$ cat src/rtl/key_pkg.sv
// rtl/key_pkg.sv - shared key channel state encoding, key index constants and sizing helper.
package key_pkg;

    typedef enum logic [2:0] {
        KS_IDLE,
        KS_DEB_DN,
        KS_HELD,
        KS_REPEAT,
        KS_DEB_UP
    } key_state_e;

    localparam int KEY_DOWN   = 0;
    localparam int KEY_UP     = 1;
    localparam int KEY_BACK   = 2;
    localparam int KEY_SELECT = 3;

    function automatic int max3(input int a, input int b, input int c);
        int m;
        m = (a > b) ? a : b;
        return (m > c) ? m : c;
    endfunction

endpackage

$ cat src/rtl/key_channel.sv
// rtl/key_channel.sv - one key: 2-flop synchroniser, debounce FSM, optional auto-repeat (KEY_REPEAT_EN).
module key_channel
    import key_pkg::*;
#(
    parameter int DEB_CYCLES    = 4096,
    parameter int REPEAT_DELAY  = 600000,
    parameter int REPEAT_PERIOD = 150000,
    parameter bit REP_EN        = 1'b0
) (
    input  logic i_clk,
    input  logic i_rst_n,
    input  logic i_key_n,
    output logic o_press,
    output logic o_release,
    output logic o_held
);

    localparam int CW = $clog2(max3(DEB_CYCLES, REPEAT_DELAY, REPEAT_PERIOD)) + 1;
    localparam logic [CW-1:0] DEB_LAST = CW'(DEB_CYCLES - 1);
`ifdef KEY_REPEAT_EN
    localparam logic [CW-1:0] RD_LAST = CW'(REPEAT_DELAY - 1);
    localparam logic [CW-1:0] RP_LAST = CW'(REPEAT_PERIOD - 1);
    logic [CW-1:0] r_rcnt;
`endif

    logic          r_sync1;
    logic          r_sync2;
    key_state_e    r_state;
    logic [CW-1:0] r_dcnt;

    always_ff @(posedge i_clk) begin
        if (!i_rst_n) begin
            r_sync1   <= 1'b1;
            r_sync2   <= 1'b1;
            r_state   <= KS_IDLE;
            r_dcnt    <= '0;
`ifdef KEY_REPEAT_EN
            r_rcnt    <= '0;
`endif
            o_press   <= 1'b0;
            o_release <= 1'b0;
            o_held    <= 1'b0;
        end else begin
            r_sync1   <= i_key_n;
            r_sync2   <= r_sync1;
            o_press   <= 1'b0;
            o_release <= 1'b0;
            case (r_state)
                KS_IDLE: begin
                    if (!r_sync2) begin
                        r_state <= KS_DEB_DN;
                        r_dcnt  <= '0;
                    end
                end
                KS_DEB_DN: begin
                    if (r_sync2) begin
                        r_state <= KS_IDLE;
                    end else if (r_dcnt == DEB_LAST) begin
                        r_state <= KS_HELD;
                        o_press <= 1'b1;
                        o_held  <= 1'b1;
`ifdef KEY_REPEAT_EN
                        r_rcnt  <= '0;
`endif
                    end else begin
                        r_dcnt <= r_dcnt + 1'b1;
                    end
                end
                KS_HELD: begin
                    if (r_sync2) begin
                        r_state <= KS_DEB_UP;
                        r_dcnt  <= '0;
                    end
`ifdef KEY_REPEAT_EN
                    else if (REP_EN && r_rcnt == RD_LAST) begin
                        r_state <= KS_REPEAT;
                        o_press <= 1'b1;
                        r_rcnt  <= '0;
                    end else if (REP_EN) begin
                        r_rcnt <= r_rcnt + 1'b1;
                    end
`endif
                end
`ifdef KEY_REPEAT_EN
                KS_REPEAT: begin
                    if (r_sync2) begin
                        r_state <= KS_DEB_UP;
                        r_dcnt  <= '0;
                    end else if (r_rcnt == RP_LAST) begin
                        o_press <= 1'b1;
                        r_rcnt  <= '0;
                    end else begin
                        r_rcnt <= r_rcnt + 1'b1;
                    end
                end
`endif
                KS_DEB_UP: begin
                    // A low sample here is release bounce: back to held, repeat delay starts over.
                    if (!r_sync2) begin
                        r_state <= KS_HELD;
`ifdef KEY_REPEAT_EN
                        r_rcnt  <= '0;
`endif
                    end else if (r_dcnt == DEB_LAST) begin
                        r_state   <= KS_IDLE;
                        o_release <= 1'b1;
                        o_held    <= 1'b0;
                    end else begin
                        r_dcnt <= r_dcnt + 1'b1;
                    end
                end
                default: begin
                    r_state <= KS_IDLE;
                    o_held  <= 1'b0;
                end
            endcase
        end
    end

endmodule

$ cat src/rtl/key_conditioner.sv
// rtl/key_conditioner.sv - N_KEYS independent key channels; auto-repeat built only with KEY_REPEAT_EN.
module key_conditioner
    import key_pkg::*;
#(
    parameter int                N_KEYS        = 4,
    parameter int                DEB_CYCLES    = 4096,
    parameter int                REPEAT_DELAY  = 600000,
    parameter int                REPEAT_PERIOD = 150000,
    parameter logic [N_KEYS-1:0] REPEAT_MASK   = 'b0011
) (
    input  logic              i_clk,
    input  logic              i_rst_n,
    input  logic [N_KEYS-1:0] i_key_n,
    output logic [N_KEYS-1:0] o_press,
    output logic [N_KEYS-1:0] o_release,
    output logic [N_KEYS-1:0] o_held
);

    for (genvar g = 0; g < N_KEYS; g++) begin : g_ch
        key_channel #(
            .DEB_CYCLES   (DEB_CYCLES),
            .REPEAT_DELAY (REPEAT_DELAY),
            .REPEAT_PERIOD(REPEAT_PERIOD),
            .REP_EN       (REPEAT_MASK[g])
        ) u_channel (
            .i_clk    (i_clk),
            .i_rst_n  (i_rst_n),
            .i_key_n  (i_key_n[g]),
            .o_press  (o_press[g]),
            .o_release(o_release[g]),
            .o_held   (o_held[g])
        );
    end

endmodule
$ cat config.mk
export PLATFORM = sky130hd
export DESIGN_NAME = key_conditioner
export DESIGN_NICKNAME = d
export VERILOG_FILES = /design/src/rtl/key_pkg.sv /design/src/rtl/key_channel.sv /design/src/rtl/key_conditioner.sv
export SDC_FILE = /design/constraint.sdc
export NUM_CORES = 1
export LEC_CHECK = 0
export BUFFER_PORTS_ARGS = -buffer_cell sky130_fd_sc_hd__buf_2
export CORE_MARGIN = 10
export CORE_UTILIZATION = 60
export DETAILED_ROUTE_END_ITERATION = 7
export PLACE_DENSITY = 0.83
export SYNTH_ARGS = -nofsm -noshare
export SYNTH_HDL_FRONTEND = slang
export SYNTH_SLANG_ARGS = --single-unit
$ cat constraint.sdc
create_clock -name i_clk -period 2.3 [get_ports i_clk]
set_input_delay 0.69 -clock i_clk [delete_from_list [all_inputs] [get_ports i_clk]]
set_output_delay 0.69 -clock i_clk [all_outputs]
set_load 0.02 [all_outputs]
==> impl_metrics.tcl <==
set metrics [dict create \
    status "finished clean" \
    synth_seq_area_share_pct 39.2 \
    synthTopCellsByArea "dfxtp_1 39%, xnor2_1 5.9%, nor2_1 5.4%" \
    ctsRootBufferMaster "clkbuf_8" \
    die_w_um 119 \
    hpwl_um 8670 \
    cts_sinks 116 \
    grt_overflow 0 \
    dr.pass1.iters 5 \
    combPwrFrac_pct 2.9 \
    gp_congestion 0.899 \
    rows 36 \
    syn_nets 720 \
    grt_max_degree 20 \
    worstPathRequired_ns 2.71 \
    antenna_found_initial 0 \
    clkPwrFrac_pct 54.8 \
    postRouteWirelength_um 12700 \
    cp.arrival_ns 2.56 \
    flow.area_growth_from_synthesis_pct 11.8 \
    fin_skew_ns 0.00864 \
    crit_fanout 7 \
    finalHoldViolCount 0 \
    synth_seq_cells 116 \
    num_vias 5137 \
    coreArea_um2 9680 \
    finalPower_mw 4.82 \
    fillers 718 \
    start_util_pct 61.1 \
    power.switching_mw 1.01 \
    ios 18 \
    cap_violations 0 \
    drv_slew 0 \
    cts_max_level 4 \
    setup-tns-final_ns 0 \
    max_stage_delay_ns 0.48 \
    die_h_um 119 \
    power_leakage_nw 2.29 \
    cts_buffer_depth 2 \
    tightest_slew_ns 0.688 \
    wire_per_inst_um 14.9 \
    ys_async_sr_fraction_pct 0 \
    crit_type "reg -> reg" \
    period_needed_ns 2.14 \
    timing.hold.ws_ns 0.348 \
    ir_worst_vdd_v 0.000529 \
    critPathTopFamily "simple AND/OR/NAND/NOR gates" \
    ys.flop_type "dfxtp_1" \
    cts_made_buffers 17 \
    drive_gt1_share_pct 12.7 \
    yosys.cell_count.top_type "dfxtp_1" \
    fmax_ghz 0.467 \
    drt.antenna.violating_nets 0 \
    netlist_instances 710 \
    avgSynthCellArea_um2 8.34 \
    path_cells "ha_2, nand2_1, or4_4, o21bai_4, a31oi_1, and4b_2, a21o_1" \
    synth_top_area_cell "dfxtp_1" \
    cp-start-kind "flop" \
    syn_area_um2 5920 \
    min_path_type "in -> reg" \
    crit_buf_inv 0 \
    antennaDiodeCount 0 \
    switching_share_pct 20.9 \
    vias_per_cell 6.00 \
    grt_pass1_wl_um 22300 \
    nNetsFinal 723 \
    clk_pin_slew_ns 0.05 \
    synth-warning-count 0 \
    rsz0062_at_grt "no" \
    synthDistinctLibCells 73 \
    post-route-period-util_pct 93.1 \
    synth_top_area_share_pct 39.2 \
    drtIter0Drc 323 \
    grt_usage_pct 18.3 \
    p_seq_share_pct 42.3 \
    slowest_stage "or4_4" \
    finalSetupViolations 0 \
    cts_tree "built" \
    cellInternalPower_mw 3.82 \
    p_per_area_nw_per_um2 729 \
    die_area_um2 14200 \
    grt_pass1_vias 5029 \
    end_kind "flop" \
    insertion_delay_ns 0.52 \
    synth_top_cells_by_count "116 x dfxtp_1, 85 x nor2_1, 45 x nand2_1" \
    synth_edf_count 0 \
    slew_headroom_pct 53.9 \
    drc_errors 0 \
    place.port_buffers 17 \
]
## final cells by class
type                            instances  area, µm²  share of cell area [%]
Tap cell                              133        166                    2.51
Clock buffer                           21        469                    7.09
Multi-Input combinational cell        535       3300                    49.9
Sequential cell                       116       2320                    35.1
Inverter                               13       48.8                   0.737
Timing Repair Buffer                   30        183                    2.76
Clock inverter                          8        126                    1.91
## registers in the layout, indices dropped and copies added (netlist names)
signal and flops:
g_ch.u_channel.r_sync1 4, g_ch.u_channel.o_held 4, g_ch.u_channel.o_release 4, g_ch.u_channel.o_press 4
g_ch.u_channel.r_sync2 4, g_ch.u_channel.r_dcnt 84, g_ch.u_channel.r_state 12
## cell usage in the layout, fill, tap and decap left out, types with 21 or more instances in the layout
master,netlist,final
a21oi_1,38,36
o21ai_0,25,25
nand4_1,21,21
xnor2_1,40,40
nor2_1,85,85
nand2_1,45,45
nor3_1,26,26
nand3_1,42,42
nor4_1,22,22
dfxtp_1,116,115
nand2b_1,22,22
## metal layers
layer	global-route usage, %	share of wire, %	up-vias
met2	30.7	48	146
met3	5.62	5.9	26
met5	0	0	-
li1	-	-	2546
met4	7.69	1.8	0
met1	21.3	44	2419
## cells by family (layout without fill, tap and decap cells)
logic type	Yosys count	in the layout	share of synthesized area [%]
flops	116	116	39.2
simple gates	354	354	33.0
buf+inv	59	72	5.33
mux	4	4	0.697
xor+xnor	57	57	8.43
fa+ha+maj	5	5	1.01
compound gates	115	115	12.3
## worst paths after layout
kind	from	end	cells after the start	slack [ns]
setup / recovery	g_ch[3].u_channel.r_dcnt[1]$_SDFFE_PN0P_	g_ch[3].u_channel.r_dcnt[7]$_SDFFE_PN0P_	7	0.16
hold / removal	i_key_n[1]	g_ch[1].u_channel.r_sync1$_SDFF_PN1_	2	0.35
setup reg to reg	g_ch[3].u_channel.r_dcnt[1]$_SDFFE_PN0P_	g_ch[3].u_channel.r_dcnt[7]$_SDFFE_PN0P_	7	0.16
hold reg to reg	g_ch[2].u_channel.r_sync1$_SDFF_PN1_	g_ch[2].u_channel.r_sync2$_SDFF_PN1_	1	0.41
## what timing repair did
action / in CTS / in global routing
hold buffers: 0 / 0
resized for setup: 0 / 6
buffers inserted: 0 / 0
endpoints found under the hold margin: 0 / 0
endpoints found under the setup margin: 0 / 7
## stage by stage
stage,area (µm²),util [%],setup WS [ns],instances
after global routing,6620,68.4,0.00176,856
after floorplan,5920,-,0.341,710
after global placement,6000,62.0,0.184,827
after detailed placement,6000,62.0,0.146,827
after CTS,6600,68.1,0.157,856
final,6620,68.4,0.159,856
## power groups by stage
stage               clock, mW  combinational, mW  sequential, mW
floorplan                   0              0.115            2.07
detailed placement          0              0.137            2.08
global route             2.76              0.157            2.04
finish                   2.64              0.142            2.04
CTS                      2.67              0.139            2.04
global placement            0              0.133            2.08
Note: power is estimated with default switching activity, not from simulation.
